==> src/rtl/driver_monitor_pkg.sv <==
// Shared driver-monitor types: escalation FSM states, lamp codes and the output decode.
// Latency: none (types and a pure function). Backpressure: not applicable.
package driver_monitor_pkg;

  typedef enum logic [2:0] {
    ST_IDLE   = 3'd0,
    ST_WARN   = 3'd1,
    ST_SNOOZE = 3'd2,
    ST_EMER   = 3'd3,
    ST_HOLD   = 3'd4,
    ST_CLEAR  = 3'd5
  } state_e;

  localparam logic [1:0] LAMP_OFF   = 2'b00;
  localparam logic [1:0] LAMP_AMBER = 2'b01;
  localparam logic [1:0] LAMP_RED   = 2'b11;

  typedef struct packed {
    logic       buzzer;
    logic [1:0] lamp;
    logic       hazard_on;
    logic       brake_req;
    logic       clear_req;
  } drive_t;

  // Moore decode of the driver/vehicle-facing outputs for a given state.
  function automatic drive_t decode_drive(input state_e st, input logic beep_hi);
    drive_t d;
    d = '0;
    case (st)
      ST_WARN: begin
        d.lamp   = LAMP_AMBER;
        d.buzzer = beep_hi;
      end
      ST_SNOOZE: d.lamp = LAMP_AMBER;
      ST_EMER, ST_HOLD: begin
        d.lamp      = LAMP_RED;
        d.buzzer    = 1'b1;
        d.hazard_on = 1'b1;
        d.brake_req = 1'b1;
      end
      ST_CLEAR: begin
        d.lamp      = LAMP_RED;
        d.clear_req = 1'b1;
      end
      default: d = '0;
    endcase
    return d;
  endfunction

endpackage

==> src/rtl/alert_escalation_ctrl_if.sv <==
// Evaluator/driver/brake-facing signal bundle of the alert escalation controller.
// Latency: none (wiring only). Backpressure: level signals, no flow control.
interface alert_escalation_ctrl_if;
  logic       warning;
  logic       emergency;
  logic       driver_ack;
  logic       brake_ack;
  logic       buzzer;
  logic [1:0] lamp;
  logic       hazard_on;
  logic       brake_req;
  logic       clear_req;
  logic       brk_fault;

  modport master (
    output warning, emergency, driver_ack, brake_ack,
    input  buzzer, lamp, hazard_on, brake_req, clear_req, brk_fault
  );

  modport slave (
    input  warning, emergency, driver_ack, brake_ack,
    output buzzer, lamp, hazard_on, brake_req, clear_req, brk_fault
  );
endinterface

==> src/rtl/alert_escalation_ctrl_cycle_timer.sv <==
// Saturating up-counter with clear and enable; done flags the last counted cycle before TC.
// Latency: count updates one cycle after enable. Backpressure: not applicable.
module cycle_timer #(
  parameter int unsigned TC = 4
) (
  input  logic clk_i,
  input  logic rst_ni,
  input  logic clr_i,
  input  logic en_i,
  output logic done_o
);
  localparam int unsigned W = $clog2(TC + 1);

  logic [W-1:0] cnt_q, cnt_d;

  always_comb begin
    cnt_d = cnt_q;
    if (clr_i)
      cnt_d = '0;
    else if (en_i && (cnt_q != W'(TC)))
      cnt_d = cnt_q + 1'b1;
  end

  always_ff @(posedge clk_i or negedge rst_ni) begin
    if (!rst_ni) cnt_q <= '0;
    else         cnt_q <= cnt_d;
  end

  // High on the cycle whose enabled increment would reach TC.
  assign done_o = (cnt_q == W'(TC - 1));

endmodule

==> src/rtl/alert_escalation_ctrl.sv <==
// Escalates evaluator warning/emergency into buzzer, lamp, braking handshake and re-arm pulse.
// Latency: outputs registered, 1 cycle after the sampling edge. Backpressure: none, level handshake.
module alert_escalation_ctrl
  import driver_monitor_pkg::*;
#(
  parameter int unsigned BEEP_ON    = 4,
  parameter int unsigned BEEP_OFF   = 4,
  parameter int unsigned WARN_TO    = 64,
  parameter int unsigned SNOOZE_CYC = 32,
  parameter int unsigned BRK_TO     = 16,
  parameter int unsigned ACK_HOLD   = 8
) (
  input  logic                   clk_i,
  input  logic                   rst_ni,
  alert_escalation_ctrl_if.slave bus
);
  localparam int unsigned BP = BEEP_ON + BEEP_OFF;
  localparam int unsigned BW = $clog2(BP + 1);

  state_e        state_q, state_d;
  logic [BW-1:0] beep_q, beep_d;
  drive_t        drive_q, drive_d;
  logic          fault_q, fault_set;
  logic          entry;
  logic          warn_done, snz_done, brk_done, ack_done;

  always_comb begin
    state_d   = state_q;
    fault_set = 1'b0;
    case (state_q)
      ST_IDLE: begin
        if (bus.emergency)    state_d = ST_EMER;
        else if (bus.warning) state_d = ST_WARN;
      end
      ST_WARN: begin
        if (bus.emergency)       state_d = ST_EMER;
        else if (!bus.warning)   state_d = ST_IDLE;
        else if (warn_done)      state_d = ST_EMER;
        else if (bus.driver_ack) state_d = ST_SNOOZE;
      end
      ST_SNOOZE: begin
        if (bus.emergency) state_d = ST_EMER;
        else if (snz_done) state_d = bus.warning ? ST_WARN : ST_IDLE;
      end
      ST_EMER: begin
        // A late ack on the timeout cycle still wins over the fault.
        if (bus.brake_ack) begin
          state_d = ST_HOLD;
        end else if (brk_done) begin
          state_d   = ST_HOLD;
          fault_set = 1'b1;
        end
      end
      ST_HOLD:  if (bus.driver_ack && ack_done) state_d = ST_CLEAR;
      ST_CLEAR: state_d = ST_IDLE;
      default:  state_d = ST_IDLE;
    endcase

    entry = (state_d != state_q);
    beep_d = '0;
    if (state_d == ST_WARN && !entry)
      beep_d = (beep_q == BW'(BP - 1)) ? '0 : beep_q + 1'b1;
    drive_d = decode_drive(state_d, beep_d < BW'(BEEP_ON));
  end

  always_ff @(posedge clk_i or negedge rst_ni) begin
    if (!rst_ni) begin
      state_q <= ST_IDLE;
      beep_q  <= '0;
      drive_q <= '0;
      fault_q <= 1'b0;
    end else begin
      state_q <= state_d;
      beep_q  <= beep_d;
      drive_q <= drive_d;
      if (fault_set) fault_q <= 1'b1;
    end
  end

  cycle_timer #(.TC(WARN_TO)) u_warn_tmr (
    .clk_i (clk_i), .rst_ni (rst_ni), .clr_i (entry),
    .en_i  (state_q == ST_WARN), .done_o (warn_done)
  );

  cycle_timer #(.TC(SNOOZE_CYC)) u_snz_tmr (
    .clk_i (clk_i), .rst_ni (rst_ni), .clr_i (entry),
    .en_i  (state_q == ST_SNOOZE), .done_o (snz_done)
  );

  cycle_timer #(.TC(BRK_TO)) u_brk_tmr (
    .clk_i (clk_i), .rst_ni (rst_ni), .clr_i (entry),
    .en_i  (state_q == ST_EMER), .done_o (brk_done)
  );

  // Any released cycle restarts the consecutive-acknowledge run.
  cycle_timer #(.TC(ACK_HOLD)) u_ack_tmr (
    .clk_i (clk_i), .rst_ni (rst_ni), .clr_i (entry || !bus.driver_ack),
    .en_i  (state_q == ST_HOLD && bus.driver_ack), .done_o (ack_done)
  );

  assign bus.buzzer    = drive_q.buzzer;
  assign bus.lamp      = drive_q.lamp;
  assign bus.hazard_on = drive_q.hazard_on;
  assign bus.brake_req = drive_q.brake_req;
  assign bus.clear_req = drive_q.clear_req;
  assign bus.brk_fault = fault_q;

endmodule

==> src/flat_wrapper.sv <==
// flat-port wrapper written by rule: the top's interface ports become plain ports
module alert_escalation_ctrl_flat import driver_monitor_pkg::*;
#(
  parameter int unsigned BEEP_ON    = 4,
  parameter int unsigned BEEP_OFF   = 4,
  parameter int unsigned WARN_TO    = 64,
  parameter int unsigned SNOOZE_CYC = 32,
  parameter int unsigned BRK_TO     = 16,
  parameter int unsigned ACK_HOLD   = 8
)
  (clk_i, rst_ni, bus_warning, bus_emergency, bus_driver_ack, bus_brake_ack, bus_buzzer, bus_lamp, bus_hazard_on, bus_brake_req, bus_clear_req, bus_brk_fault);
  alert_escalation_ctrl_if bus_i ();
  input  logic clk_i;
  input  logic rst_ni;
  input wire logic [$bits(bus_i.warning)-1:0] bus_warning;
  input wire logic [$bits(bus_i.emergency)-1:0] bus_emergency;
  input wire logic [$bits(bus_i.driver_ack)-1:0] bus_driver_ack;
  input wire logic [$bits(bus_i.brake_ack)-1:0] bus_brake_ack;
  output wire logic [$bits(bus_i.buzzer)-1:0] bus_buzzer;
  output wire logic [$bits(bus_i.lamp)-1:0] bus_lamp;
  output wire logic [$bits(bus_i.hazard_on)-1:0] bus_hazard_on;
  output wire logic [$bits(bus_i.brake_req)-1:0] bus_brake_req;
  output wire logic [$bits(bus_i.clear_req)-1:0] bus_clear_req;
  output wire logic [$bits(bus_i.brk_fault)-1:0] bus_brk_fault;
  assign bus_i.warning = bus_warning;
  assign bus_i.emergency = bus_emergency;
  assign bus_i.driver_ack = bus_driver_ack;
  assign bus_i.brake_ack = bus_brake_ack;
  assign bus_buzzer = bus_i.buzzer;
  assign bus_lamp = bus_i.lamp;
  assign bus_hazard_on = bus_i.hazard_on;
  assign bus_brake_req = bus_i.brake_req;
  assign bus_clear_req = bus_i.clear_req;
  assign bus_brk_fault = bus_i.brk_fault;
  alert_escalation_ctrl #(.BEEP_ON(BEEP_ON), .BEEP_OFF(BEEP_OFF), .WARN_TO(WARN_TO), .SNOOZE_CYC(SNOOZE_CYC), .BRK_TO(BRK_TO), .ACK_HOLD(ACK_HOLD)) u_core (.clk_i(clk_i), .rst_ni(rst_ni), .bus(bus_i));
endmodule
==> config.mk <==
export PLATFORM = sky130hd
export DESIGN_NAME = alert_escalation_ctrl_flat
export DESIGN_NICKNAME = d
export VERILOG_FILES = /design/src/rtl/driver_monitor_pkg.sv /design/src/rtl/alert_escalation_ctrl_if.sv /design/src/rtl/alert_escalation_ctrl_cycle_timer.sv /design/src/rtl/alert_escalation_ctrl.sv /design/src/flat_wrapper.sv
export SDC_FILE = /design/constraint.sdc
export NUM_CORES = 1
export LEC_CHECK = 0
export BUFFER_PORTS_ARGS = -buffer_cell sky130_fd_sc_hd__buf_2
export CELL_PAD_IN_SITES_DETAIL_PLACEMENT = 0
export CELL_PAD_IN_SITES_GLOBAL_PLACEMENT = 1
export CORE_MARGIN = 2
export CORE_UTILIZATION = 40
export CTS_CLUSTER_DIAMETER = 60
export CTS_CLUSTER_SIZE = 28
export DETAILED_ROUTE_END_ITERATION = 16
export PLACE_DENSITY_LB_ADDON = 0.1
export RECOVER_POWER = 100
export SYNTH_ARGS = -nofsm -noshare
export SYNTH_HDL_FRONTEND = slang
export SYNTH_SLANG_ARGS = --single-unit
export TNS_END_PERCENT = 50
==> constraint.sdc <==
create_clock -name clk_i -period 2.2 [get_ports clk_i]
set_input_delay 0.33 -clock clk_i [delete_from_list [all_inputs] [get_ports clk_i]]
set_output_delay 0.33 -clock clk_i [all_outputs]
set_load 0.01 [all_outputs]
==> run_results.csv <==
group,metric,value,unit
timing,rsz0062_at_grt,"false",
pwr,clockPowerShare,0.206,
detailed_routing,finalWirelength,4070,µm
yosys,ys_ff_latch,35,
worst_setup_path,crit_buf_inv,1,
timing,post-route-period-util,0.954,
yosys,synth.net_count,215,
yosys,synth_common_cells,"dfrtp_1, nor2_1, inv_1",
grt,grt_max_degree,36,
die,ioPinCount,13,
yosys,synth.most_common_cell,"dfrtp_1",
die,die_y,73.8,µm
clock_network,h-tree-depth,2,
die,num_rows,25,
yosys,yosysTopAreaCell,"dfrtp_1",
min_path,holdCritPathClass,"input port to register",
detailed_routing,drcViolationCount,0,
yosys,synth_area_leaders,"dfrtp_1, ha_1, nor2_1",
die,dieWidth,73.8,µm
worst_setup_path,critPathLaunchType,"register",
worst_setup_path,r2r_cells,7,
timing,clock_skew,0.00405,ns
pwr,power.switching,898,µW
worst_setup_path,worstPathRequired,2.41,ns
min_path,min_to,"u_core.bus.clear_req$_DFF_PN0_",
worst_setup_path,crit_chain,"ha_1 > and3_1 > ha_1 > o32a_1 > a21o_2 > buf_12 > a21oi_1",
die,fp.coreArea,4720,µm²
detailed_routing,dr.pass1.iters,4,
worst_setup_path,endpoint_kind,"register",
clock_network,cts_tree,"done",
detailed_routing,num_vias,1512,
timing,hold_violations,0,
timing,setup_viol,0,
worst_setup_path,path_class,"register to register",
timing,setup_tns,0,ns
place,place.gp.congestion,0.819,
yosys,ys.flop_type,"dfrtp_1",
yosys,syn_area,1950,µm²
flow_run,drv_cap,1,
outcome,status,"complete, but fails checks",
grt,grt_overflow,0,
die,die-area,5440,µm²
final_layout,final_nets,239,
worst_setup_path,timing.rr.end,"u_core.u_snz_tmr.cnt_q[1]$_DFFE_PN0P_",
pwr,power_leakage,0.962,nW
yosys,synth_top_cell_area_share,0.450,
detailed_routing,routedWlPerCell,14.0,µm
timing,min_period,2.10,ns
worst_setup_path,crit_top_cell,"ha_1",
timing,clock.fmax,476,MHz
final_layout,layout-drive-gt1-share,0.143,
detailed_routing,drtAntennaViolNets,0,
clock_network,clk_pin_slew,0.07,ns
worst_setup_path,reg2reg_slack,0.10,ns
grt,grt_pass1_wl,7000,µm
yosys,ys_warn_count,0,
pwr,power.density,1030,nW/µm²
place,dpl.hpwl,2910,µm
pwr,pwr-share-seq,0.361,
clock_network,cts_buffers,5,
detailed_routing,dr.first_iter.drc_count,98,
die,start_util,0.412,
min_path,min_path_cells,3,
worst_setup_path,worstSetupPathDepth,7,
clock_network,cts_root_buf,"clkbuf_8",
final_layout,n_antenna_cell,0,
timing,slew_viol_final,36,
clock_network,cts-hold-fix-buffers,0,
yosys,async_reset_ff_frac,1.00,
min_path,min_from,"bus_driver_ack",
place,placed_cells,281,
grt,antenna_found_initial,0,
pwr,comb_power_share,0.434,
place,io_buffers,12,
final_layout,area_growth,15.4,%
pwr,p_int,1.42,mW
timing,max_slew.worst_pin.slew,1.90,ns
timing,slew_headroom,-0.266,
clock_network,insertion_delay,0.28,ns
pwr,peakVddDrop,564,µV
worst_setup_path,worstPathArrival,2.31,ns
final_layout,instances_no_fill,290,
outcome,violations,"capacitance limit, slew limit",
yosys,synth-seq-area-share,0.450,
worst_setup_path,r2r_start,"u_core.u_brk_tmr.cnt_q[0]$_DFFE_PN0P_",
grt,gr-usage-all-layers,0.166,
clock_network,cts_sinks,35,
pwr,switching_share,0.387,
worst_setup_path,crit_family,"compound AO/OA/AOI/OAI gates",
yosys,synth_cell_types,45,
clock_network,clockBufferDepth,2,
yosys,syn_inst,199,
worst_setup_path,critPathMaxStageDelay,0.44,ns
worst_setup_path,slowest_stage,"o32a_1",
worst_setup_path,worst-path-max-fanout,13,
yosys,syn_area_per_cell,9.78,µm²
detailed_routing,via_per_inst,5.21,
grt,grt_pass1_vias,1525,
yosys,synth_edf_count,0,
worst reg2reg max path: cells and delay by family (launching register included):
kind	cells	cell delay (ns)
compound gates	3	0.85
fa+ha+maj	2	0.45
buf+inv	1	0.16
flops	1	0.39
simple gates	1	0.18
per-layer routing:
| layer | share of wire | wire length (µm) | up-vias | track usage |
|---|---|---|---|---|
| li1 | - | - | 740 | - |
| met1 | 0.50 | 2020 | 748 | 0.219 |
| met2 | 0.47 | 1910 | 20 | 0.263 |
| met3 | 0.025 | 100 | 4 | 0.0425 |
| met4 | 0.0098 | 40 | 0 | 0.0586 |
| met5 | 0 | 0 | - | 0 |
metrics by stage:
step	cell area [µm²]	utilization	setup WS [ns]	power, mW	hold slack [ns]
after floorplan	1950	-	0.263	1.50	0.0344
after global placement	2130	0.451	0.0451	1.77	0.440
after detailed placement	2130	0.451	-0.0201	1.78	0.466
after CTS	2220	0.471	0.0630	2.27	0.154
after global routing	2250	0.476	0.0118	2.50	0.414
final	2250	0.476	0.100	2.32	0.394
worst max path at each step:
stage	slack (ns)	start	to
finish	0.10	u_core.u_brk_tmr.cnt_q[0]$_DFFE_PN0P_	u_core.u_snz_tmr.cnt_q[1]$_DFFE_PN0P_
global route	0.01	u_core.u_brk_tmr.cnt_q[1]$_DFFE_PN0P_	u_core.bus.buzzer$_DFF_PN0_
CTS	0.06	u_core.u_warn_tmr.cnt_q[1]$_DFFE_PN0P_	u_core.u_warn_tmr.cnt_q[1]$_DFFE_PN0P_
detailed placement	-0.02	u_core.u_brk_tmr.cnt_q[1]$_DFFE_PN0P_	u_core.bus.buzzer$_DFF_PN0_
global placement	0.05	u_core.u_brk_tmr.cnt_q[0]$_DFFE_PN0P_	u_core.bus.buzzer$_DFF_PN0_
floorplan	0.26	u_core.u_brk_tmr.cnt_q[0]$_DFFE_PN0P_	u_core.u_ack_tmr.cnt_q[0]$_DFFE_PN0P_
kinds of logic after synthesis:
logic type | share of synthesized area
simple gates | 0.222
buf+inv | 0.0463
fa+ha+maj | 0.0643
xor+xnor | 0.0810
flops | 0.450
compound gates | 0.127
mux | 0.0103
layout make-up:
type	count	area, µm²
fill	445	2480
multi-input combinational	146	1020
inverter	13	48.8
timing repair buffer	22	134
clock buffer	6	82.6
sequential	35	876
clock inverter	1	5.00
tap	67	83.8
power by group through the flow:
stage / Combinational [mW] / Clock, mW / Sequential [mW]
floorplan: 0.678 / 0 / 0.818
global placement: 0.927 / 0 / 0.842
detailed placement: 0.943 / 0 / 0.839
CTS: 0.953 / 0.488 / 0.829
global route: 1.13 / 0.516 / 0.853
finish: 1.00 / 0.477 / 0.836
state kept, by name, indices dropped and copies added, names as in the netlist:
name                     flops
u_core.u_warn_tmr.cnt_q      7
u_core.u_snz_tmr.cnt_q       6
u_core.u_brk_tmr.cnt_q       5
u_core.beep_q                4
u_core.u_ack_tmr.cnt_q       4
u_core.state_q               3
u_core.bus.lamp              2
u_core.bus.brake_req         1
u_core.bus.brk_fault         1
u_core.bus.buzzer            1
u_core.bus.clear_req         1
cells in the final DEF (no fill, tap or decap), types with 2 or more instances in the layout:
| master | n |
|---|---|
| o22ai_1 | 2 |
| a21o_1 | 5 |
| nand2_1 | 12 |
| o21ai_0 | 2 |
| nor2_1 | 32 |
| nand4_1 | 5 |
| buf_2 | 4 |
| nor3_2 | 3 |
| o21bai_1 | 4 |
| a311oi_1 | 2 |
| clkbuf_1 | 9 |
| nand3b_1 | 4 |
| xor2_1 | 10 |
| and3_1 | 3 |
| inv_1 | 13 |
| buf_4 | 8 |
| a21oi_1 | 6 |
| dfrtp_1 | 35 |
| a211oi_1 | 2 |
| clkbuf_8 | 6 |
| nand3_1 | 8 |
| xnor2_1 | 8 |
| ha_1 | 10 |
| mux2i_1 | 2 |
| or3_1 | 2 |
| nor3_1 | 2 |
repair_timing:
item	in CTS	in global routing
cloned	0	1
endpoints found under the setup margin	3	14
resized for setup	2	3
buffers inserted	0	1
endpoints found under the hold margin	0	0
Note: power is estimated with default switching activity, not from simulation.
